===== src/rtl/pipeline_ctrl_pkg.sv =====
// ----------------------------------------------------------------------------
// pipeline_ctrl_pkg
// Shared definitions for the pipeline control block:
//   - mem_state_e : memory-access FSM state encoding (IDLE, WAIT, ERR)
//   - PC_REG      : register number of the program counter; never takes part
//                   in RAW hazard matching
//   - src_match() : one producer/consumer RAW comparison
// ----------------------------------------------------------------------------
package pipeline_ctrl_pkg;

    typedef enum logic [1:0] {
        IDLE = 2'd0,
        WAIT = 2'd1,
        ERR  = 2'd2
    } mem_state_e;

    localparam logic [3:0] PC_REG = 4'hF;

    // A source matches a producer only when the producer actually writes back
    // and the register is not the PC (the PC is never tracked for hazards).
    function automatic logic src_match(input logic [3:0] src,
                                       input logic [3:0] dest,
                                       input logic       wb_en);
        return wb_en && (src == dest) && (src != PC_REG);
    endfunction

endpackage


===== src/rtl/pipeline_ctrl_hazard_detect.sv =====
// ----------------------------------------------------------------------------
// hazard_detect
// Combinational RAW hazard detection for the ID stage.
//
// Configuration macro: PIPELINE_CTRL_FORWARDING_EN
//   undefined : any EXE- or MEM-stage writeback to a used source is a hazard.
//   defined   : forwarding covers ALU results, so only a load in EXE whose
//               destination is a used source (load-use) is a hazard.
//
// Ports:
//   src1, src2    in  ID-stage source register numbers
//   two_src       in  ID instruction also reads src2
//   exe_wb_en     in  EXE-stage writeback enable
//   exe_dest      in  EXE-stage destination register
//   mem_wb_en     in  MEM-stage writeback enable
//   mem_dest      in  MEM-stage destination register
//   exe_mem_r_en  in  EXE-stage instruction is a load
//   hz            out hazard present this cycle
// ----------------------------------------------------------------------------
module hazard_detect
    import pipeline_ctrl_pkg::*;
(
    input  logic [3:0] src1,
    input  logic [3:0] src2,
    input  logic       two_src,
    input  logic       exe_wb_en,
    input  logic [3:0] exe_dest,
    input  logic       mem_wb_en,
    input  logic [3:0] mem_dest,
    input  logic       exe_mem_r_en,
    output logic       hz
);

`ifdef PIPELINE_CTRL_FORWARDING_EN
    // Only a load in EXE cannot be forwarded in time; MEM results are
    // always available through the bypass network.
    logic exe_load_wb;
    logic unused_mem_stage;

    assign exe_load_wb      = exe_mem_r_en && exe_wb_en;
    assign unused_mem_stage = mem_wb_en ^ (^mem_dest);

    assign hz = src_match(src1, exe_dest, exe_load_wb) ||
                (two_src && src_match(src2, exe_dest, exe_load_wb));
`else
    logic unused_load_flag;

    assign unused_load_flag = exe_mem_r_en;

    assign hz = src_match(src1, exe_dest, exe_wb_en) ||
                src_match(src1, mem_dest, mem_wb_en) ||
                (two_src && (src_match(src2, exe_dest, exe_wb_en) ||
                             src_match(src2, mem_dest, mem_wb_en)));
`endif

endmodule


===== src/rtl/pipeline_ctrl.sv =====
// ----------------------------------------------------------------------------
// pipeline_ctrl
// Pipeline stall/flush controller: combines a memory-access wait FSM, branch
// flushes and RAW hazard bubbles into the per-stage freeze/flush controls,
// and keeps a saturating count of stalled cycles.
//
// Configuration macro: PIPELINE_CTRL_FORWARDING_EN (see hazard_detect).
//
// Parameters:
//   MEM_TIMEOUT  WAIT cycles tolerated before the sticky memory error
//   CNT_W        width of the stall performance counter
//
// Ports:
//   clk             in  clock, rising edge
//   rst             in  synchronous reset, active low
//   src1, src2      in  ID-stage source registers; two_src = src2 used
//   exe_wb_en/dest  in  EXE-stage writeback
//   mem_wb_en/dest  in  MEM-stage writeback
//   exe_mem_r_en    in  EXE-stage instruction is a load
//   branch_taken    in  EXE-stage branch resolved taken
//   mem_req         in  MEM-stage access pending
//   mem_ready       in  memory completes this cycle
//   freeze_pc_ifid  out hold PC and IF/ID
//   flush_ifid      out zero IF/ID
//   flush_idexe     out zero ID/EXE
//   freeze_all      out hold every stage register
//   mem_err         out sticky memory timeout
//   stall_cnt       out saturating stall/bubble cycle count
// ----------------------------------------------------------------------------
module pipeline_ctrl
    import pipeline_ctrl_pkg::*;
#(
    parameter logic [7:0] MEM_TIMEOUT = 8'd64,
    parameter int         CNT_W       = 16
)(
    input  logic             clk,
    input  logic             rst,
    input  logic [3:0]       src1,
    input  logic [3:0]       src2,
    input  logic             two_src,
    input  logic             exe_wb_en,
    input  logic [3:0]       exe_dest,
    input  logic             mem_wb_en,
    input  logic [3:0]       mem_dest,
    input  logic             exe_mem_r_en,
    input  logic             branch_taken,
    input  logic             mem_req,
    input  logic             mem_ready,
    output logic             freeze_pc_ifid,
    output logic             flush_ifid,
    output logic             flush_idexe,
    output logic             freeze_all,
    output logic             mem_err,
    output logic [CNT_W-1:0] stall_cnt
);

    mem_state_e state, state_nx;
    logic [7:0] wait_cnt, wait_cnt_nx;
    logic       mem_busy;
    logic       hz;
    logic       stall_inc;

    hazard_detect u_hazard_detect (
        .src1         (src1),
        .src2         (src2),
        .two_src      (two_src),
        .exe_wb_en    (exe_wb_en),
        .exe_dest     (exe_dest),
        .mem_wb_en    (mem_wb_en),
        .mem_dest     (mem_dest),
        .exe_mem_r_en (exe_mem_r_en),
        .hz           (hz)
    );

    always_ff @(posedge clk) begin
        if (!rst) begin
            state     <= IDLE;
            wait_cnt  <= 8'd0;
            stall_cnt <= '0;
        end else begin
            state    <= state_nx;
            wait_cnt <= wait_cnt_nx;
            if (stall_inc && (stall_cnt != {CNT_W{1'b1}}))
                stall_cnt <= stall_cnt + CNT_W'(1);
        end
    end

    // mem_busy is asserted already in the IDLE cycle that raises the request,
    // and dropped in the cycle mem_ready arrives, so the pipeline resumes with
    // zero latency.
    always_comb begin
        state_nx    = state;
        wait_cnt_nx = wait_cnt;
        mem_busy    = 1'b0;
        case (state)
            IDLE: begin
                if (mem_req && !mem_ready) begin
                    mem_busy    = 1'b1;
                    state_nx    = WAIT;
                    wait_cnt_nx = 8'd0;
                end
            end
            WAIT: begin
                if (mem_ready) begin
                    state_nx = IDLE;
                end else begin
                    mem_busy    = 1'b1;
                    wait_cnt_nx = wait_cnt + 8'd1;
                    if (wait_cnt == (MEM_TIMEOUT - 8'd1))
                        state_nx = ERR;
                end
            end
            ERR: begin
                mem_busy = 1'b1;
            end
            default: begin
                state_nx = IDLE;
            end
        endcase
    end

    // Priority: memory stall, then branch flush, then hazard bubble.
    always_comb begin
        freeze_all     = 1'b0;
        freeze_pc_ifid = 1'b0;
        flush_ifid     = 1'b0;
        flush_idexe    = 1'b0;
        if (rst) begin
            if (mem_busy) begin
                freeze_all     = 1'b1;
                freeze_pc_ifid = 1'b1;
            end else if (branch_taken) begin
                flush_ifid  = 1'b1;
                flush_idexe = 1'b1;
            end else if (hz) begin
                freeze_pc_ifid = 1'b1;
                flush_idexe    = 1'b1;
            end
        end
    end

    assign stall_inc = freeze_all || freeze_pc_ifid;
    assign mem_err   = (state == ERR);

endmodule


===== config.mk =====
export PLATFORM = sky130hd
export DESIGN_NAME = pipeline_ctrl
export DESIGN_NICKNAME = d
export VERILOG_FILES = /design/src/rtl/pipeline_ctrl_pkg.sv /design/src/rtl/pipeline_ctrl_hazard_detect.sv /design/src/rtl/pipeline_ctrl.sv
export SDC_FILE = /design/constraint.sdc
export NUM_CORES = 1
export LEC_CHECK = 0
export CORE_AREA = 8 8 65 67
export CTS_CLUSTER_SIZE = 8
export DETAILED_ROUTE_END_ITERATION = 12
export DIE_AREA = 0 0 73 75
export DONT_BUFFER_PORTS = 1
export PLACE_DENSITY = 0.75
export SLEW_MARGIN = 0
export SYNTH_ARGS = -nofsm -noshare
export SYNTH_HDL_FRONTEND = slang
export SYNTH_HIERARCHICAL = 1
export SYNTH_SLANG_ARGS = --single-unit

===== constraint.sdc =====
create_clock -name clk -period 2.3 [get_ports clk]
set_input_delay 0.46 -clock clk [delete_from_list [all_inputs] [get_ports clk]]
set_output_delay 0.46 -clock clk [all_outputs]
set_load 0.01 [all_outputs]

== Word-level counts from Yosys, hierarchy flattened ==
Index checks and enable logic that the tools add are counted.

* Register bits: 26
* Input port bits: 25
* Output and inout bits: 21
* Word-level logic and storage cells: 61

* $add $sub $neg: 2
* Equal/unequal tests: 13
* Muxes and demuxes: 22
* Bitwise gates (word level): 1
* Reduce and logical (&&, ||, !) cells: 20

{| class="wikitable"
|+ Operators by type and width
! operator !! count
|-
| $add A16 B1 Y16 const B || 1
|-
| $eq A4 B4 Y1 || 4
|-
| $mux W8 || 2
|-
| $ne A16 B16 Y1 const B || 1
|-
| $pmux W8 S2 || 1
|-
| $mux W1 || 14
|-
| $logic_and A1 B1 Y1 || 11
|-
| $add A8 B1 Y8 const B || 1
|-
| $eq A8 B6 Y1 const B || 1
|-
| $ne A4 B4 Y1 const B || 2
|-
| $mux W2 || 3
|-
| $pmux W2 S3 || 1
|-
| $reduce_and A3 Y1 || 2
|-
| $logic_or A1 B1 Y1 || 4
|-
| $ne A2 B2 Y1 const B || 2
|-
| $ne A3 B3 Y1 const B || 1
|-
| $pmux W1 S3 || 1
|-
| $eq A2 B1 Y1 const B || 1
|-
| $eq A2 B2 Y1 const B || 1
|-
| $logic_not A2 Y1 || 1
|-
| $reduce_bool A2 Y1 || 1
|-
| $logic_not A1 Y1 || 1
|-
| $not A1 Y1 || 1
|}

== Depth between registers and ports, before layout ==
* Depth after elaboration: 12
* Depth in mapped cells: 11
* Gate-level depth less buffers: 10

== Hierarchy ==
The synthesis kept the hierarchy.

{| class="wikitable"
|+ Modules (own cells, without submodules)
! module !! times used !! cells an instance !! area each (µm²) !! sequential area each (µm²)
|-
| pipeline_ctrl || 1 || 145 || 1292.5 || 520.5
|-
| hazard_detect || 1 || 30 || 211.5 || 0.0
|}

== Worst setup path before layout ==
No wires, ideal clock.

* Kind: input-to-reg
* Start point: in exe_dest[0]
* End point: reg stall_cnt[9]
* Arrival: 2130 ps
* Setup slack: 94 ps
* Stages on the path: 10
* Cells stage by stage: xor2_1 -> nor4_1 -> a31oi_1 -> o211ai_2 -> inv_1 -> o221ai_1 -> nand3_1 -> buf_2 -> or3_2 -> a21boi_0

* Longest elaborated chain between the ends: 12

{| class="wikitable"
|+ RTL lines
! element !! RTL line !! source
|-
| start: declaration || pipeline_ctrl.sv:42 || <nowiki>input logic [3:0] exe_dest,</nowiki>
|-
| $eq A4 B4 Y1 || pipeline_ctrl_pkg.sv:24 || <nowiki>return wb_en && (src == dest) && (src != PC_REG);</nowiki>
|-
| $logic_and A1 B1 Y1 (2 in series) || pipeline_ctrl_pkg.sv:24 ||
|-
| $logic_or A1 B1 Y1 || pipeline_ctrl_hazard_detect.sv:52 || <nowiki>(two_src && (src_match(src2, exe_dest, exe_wb_en) ||</nowiki>
|-
| $logic_and A1 B1 Y1 || pipeline_ctrl_hazard_detect.sv:52 ||
|-
| $logic_or A1 B1 Y1 (*) || pipeline_ctrl_hazard_detect.sv:51 || <nowiki>src_match(src1, mem_dest, mem_wb_en) ||</nowiki>
|-
| named net hz || pipeline_ctrl.sv:60 || <nowiki>logic hz;</nowiki>
|-
| $mux W1 (*) || pipeline_ctrl.sv:135 || <nowiki>end else if (hz) begin</nowiki>
|-
| $mux W1 (*) || pipeline_ctrl.sv:132 || <nowiki>end else if (branch_taken) begin</nowiki>
|-
| $mux W1 (*) || pipeline_ctrl.sv:129 || <nowiki>if (mem_busy) begin</nowiki>
|-
| $mux W1 (*) || pipeline_ctrl.sv:128 || <nowiki>if (rst) begin</nowiki>
|-
| $logic_or A1 B1 Y1 (*) || pipeline_ctrl.sv:142 || <nowiki>assign stall_inc = freeze_all || freeze_pc_ifid;</nowiki>
|-
| $logic_and A1 B1 Y1 (*) || pipeline_ctrl.sv:83 || <nowiki>if (stall_inc && (stall_cnt != {CNT_W{1'b1}}))</nowiki>
|-
| end signal: assignment || pipeline_ctrl.sv:84 || <nowiki>stall_cnt <= stall_cnt + CNT_W'(1);</nowiki>
|-
| end: declaration || pipeline_ctrl.sv:54 || <nowiki>output logic [CNT_W-1:0] stall_cnt</nowiki>
|}

The timed path passes the listed nets; every way through them passes the cells marked *.
A chain may end at the register's enable or synchronous reset.

== Final worst setup path ==
* Start point: in exe_dest[1]
* End point: out freeze_pc_ifid

* Longest elaborated chain between the ends: 10

{| class="wikitable"
|+ RTL lines
! element !! RTL line !! source
|-
| $eq A4 B4 Y1 || pipeline_ctrl_pkg.sv:24 ||
|-
| $logic_and A1 B1 Y1 (2 in series) || pipeline_ctrl_pkg.sv:24 ||
|-
| $logic_or A1 B1 Y1 || pipeline_ctrl_hazard_detect.sv:52 ||
|-
| $logic_and A1 B1 Y1 || pipeline_ctrl_hazard_detect.sv:52 ||
|-
| $logic_or A1 B1 Y1 (*) || pipeline_ctrl_hazard_detect.sv:51 ||
|-
| named net hz || pipeline_ctrl.sv:60 ||
|-
| $mux W1 (*) || pipeline_ctrl.sv:135 ||
|-
| $mux W1 (*) || pipeline_ctrl.sv:132 ||
|-
| $mux W1 (*) || pipeline_ctrl.sv:129 ||
|-
| $mux W1 (*) || pipeline_ctrl.sv:128 ||
|-
| end: declaration || pipeline_ctrl.sv:49 || <nowiki>output logic freeze_pc_ifid,</nowiki>
|}

Marks and branches as above.

==> impl_metrics.json <==
{
  "dieWidth_um": 73,
  "gr-total-overflow": 0,
  "ant_nets": 0,
  "cp-start-kind": "primary input",
  "tightest_slew_ns": 0.4731,
  "vias_per_cell": 5.688,
  "h-tree-depth": 1,
  "syn_avg_cell_area_um2": 8.594,
  "port_buffers": 0,
  "yosys_most_used_dff": "dfxtp_1",
  "synth_seq_cells": 26,
  "drt-initial-drc-count": 66,
  "grt_max_degree": 30,
  "rsz0062_at_grt": "no",
  "insertion_delay_ns": 0.33,
  "vias": 1331,
  "gr-usage-all-layers_pct": 14.16,
  "seq_area_frac_synth_pct": 34.61,
  "netlist_area_um2": 1504,
  "fin_util_pct": 52.23,
  "period_share_pct": 93.85,
  "min_from": "rst",
  "drcViolationCount": 0,
  "finalNetCount": 216,
  "core_area_um2": 3232,
  "critPathMaxFanout": 2,
  "finalPower_uw": 778.2,
  "cts_tree": "done",
  "syn_to_final_growth_pct": 12.23,
  "drive_above_1_share_pct": 15.43,
  "routed_wl_mm": 3.614,
  "grt_pass1_vias": 1414,
  "pin_count": 46,
  "p_per_area_nw_per_um2": 461.0,
  "p_leak_uw": 0.0006840,
  "start_util_pct": 46.54,
  "cp.buffers_inverters": 2,
  "antenna_cells": 0,
  "skew_ns": 0.001343,
  "num_rows": 21,
  "syn_nets": 202,
  "synthTopCellsByArea": "dfxtp_1 (35%), xor2_1 (8.2%), mux2i_1 (6.0%)",
  "numClockSinks": 26,
  "cp_data_arrival_time_ns": 1.70,
  "cts_root_buffer": "clkbuf_4",
  "avgRoutedWirePerCell_um": 15.44,
  "vdd_drop_max_v": 0.0001551,
  "yosysMostFrequentCell": "dfxtp_1",
  "status": "finished, final reports clean",
  "fp.dieArea_um2": 5475,
  "hold_path_depth": 1,
  "fin_crit_ns": 2.159,
  "slowest_stage": "nor4_2",
  "r2r-start": "stall_cnt[8]",
  "rrSetupSlack_ns": 0.17,
  "finalSetupTns_ns": 0,
  "cts.reportedPaths.clkPinSlew_ns": 0.14,
  "hp-class": "primary input to flop",
  "critPathRequiredTime_ns": 1.84,
  "synth_top_cell_by_area": "dfxtp_1",
  "gp_congestion": 0.7571,
  "critPathCaptureType": "primary output",
  "min_to": "stall_cnt[13]",
  "max-cap-violations": 0,
  "final_max_slew_viol_count": 0,
  "setup_viol": 0,
  "synth_top_area_share_pct": 34.61,
  "crit_type": "primary input to primary output",
  "crit_chain": "xor2_1 > nor4_2 > a31oi_1 > o211ai_2 > inv_1 > o221ai_2 > buf_4 > and2_1",
  "hold_viol": 0,
  "grt_pass1_wl_mm": 6.168,
  "critPathMaxStageDelay_ns": 0.25,
  "antenna_found_initial": 0,
  "max_freq_ghz": 0.4633,
  "hpwlAfterDp_mm": 2.899,
  "reg2reg_to": "stall_cnt[0]",
  "cts_max_path_buffers": 2,
  "netlist_top_cells_count": "dfxtp_1 (26), nand2_1 (16), nand3_1 (14), nor2_1 (14), xor2_1 (14)",
  "yosysUniqueCellTypes": 43,
  "cts_setup_buffers": 0,
  "yosys_warnings": 6,
  "critPathTopFamily": "compound AO/OA/AOI/OAI gates",
  "first_pass_iters": 4,
  "reg2reg_depth": 6,
  "dieHeight_um": 75,
  "cts_buffers": 3,
  "netlist_instances": 175,
  "synthArstFlopShare_pct": 0,
  "synth_edf_count": 0,
  "cts_hold_buffers": 0,
  "slew_headroom_pct": 68.25
}
worst max path at each step:
stage | from | end | slack, ns | cells after the start
finish | exe_dest[1] | freeze_pc_ifid | 0.14 | 8
floorplan | exe_dest[0] | stall_cnt[9] | 0.09 | 10
global route | exe_dest[2] | freeze_pc_ifid | 0.03 | 9
CTS | exe_dest[1] | freeze_pc_ifid | 0.04 | 8
global placement | exe_dest[0] | stall_cnt[11] | -0.10 | 9
detailed placement | exe_dest[1] | stall_cnt[11] | -0.17 | 9
layout make-up:
type / count / area [µm²]
Multi-Input combinational cell: 140 / 953.4
Fill cell: 309 / 1544
Inverter: 4 / 15.01
Clock buffer: 4 / 36.28
Tap cell: 46 / 57.56
Sequential cell: 26 / 520.5
Timing Repair Buffer: 14 / 105.1
timing repair:
item / in CTS / in global routing
endpoints found under the hold margin: 0 / 0
resized for setup: 0 / 2
endpoints found under the setup margin: 0 / 1
sequential cells by signal, summed over array words and instances (netlist names):
| name | flops |
|---|---|
| stall_cnt | 16 |
| wait_cnt | 8 |
| state | 2 |
through the flow:
step / cells / setup slack [ns] / hold slack, ns / cell area, µm²
detailed placement: 230 / -0.1682 / 0.5008 / 1639
finish: 234 / 0.1415 / 0.2391 / 1688
CTS: 234 / 0.03746 / 0.2286 / 1675
global placement: 230 / -0.1030 / 0.4762 / 1639
global route: 234 / 0.02943 / 0.2075 / 1688
floorplan: 175 / 0.09394 / 0.4580 / 1504
where the power goes:
part	internal, µW	switching [µW]
Clock	97.1	137
Sequential	455	3.63
Combinational	42.2	43.4
Total	594	184
placed cells by master, fill, tap and decap left out, types with 2 or more instances in the layout:
cell / count
dfxtp_1: 26
nand2_1: 16
nor2_1: 14
nand3_1: 14
xor2_1: 14
buf_4: 14
nand4_1: 9
mux2i_1: 9
xnor2_1: 8
o21ai_0: 6
nand2b_1: 5
and3_1: 5
inv_1: 4
a21boi_0: 4
nor2b_1: 3
and2_1: 3
clkbuf_4: 3
or3_1: 2
o21a_1: 2
nor3_1: 2
ha_1: 2
per-layer routing:
metal | vias up | GRT usage [%] | part of all wire [%]
met1 | 622 | 12.44 | 35
met3 | 5 | 6.924 | 13
met5 | - | 0 | 0
li1 | 651 | - | -
met4 | 0 | 6.667 | 2.0
met2 | 53 | 26.51 | 50
worst reg2reg max path: stages, from the launching register on:
cell and delay [ns]:
dfxtp_1 0.51, nand4_4 0.20, or4_1 0.60, and3_1 0.27, buf_4 0.18, xor2_1 0.14, and2_1 0.15
logic make-up (layout without fill, tap and decap cells):
family	after synthesis	in the layout	synth area share (%)
simple gates	85	85	31.61
flops	26	26	34.61
compound gates	22	22	10.48
mux	9	9	5.990
xor+xnor	22	22	12.81
buf+inv	9	22	2.828
fa+ha+maj	2	2	1.664
Power figures use the tool's default switching activity.
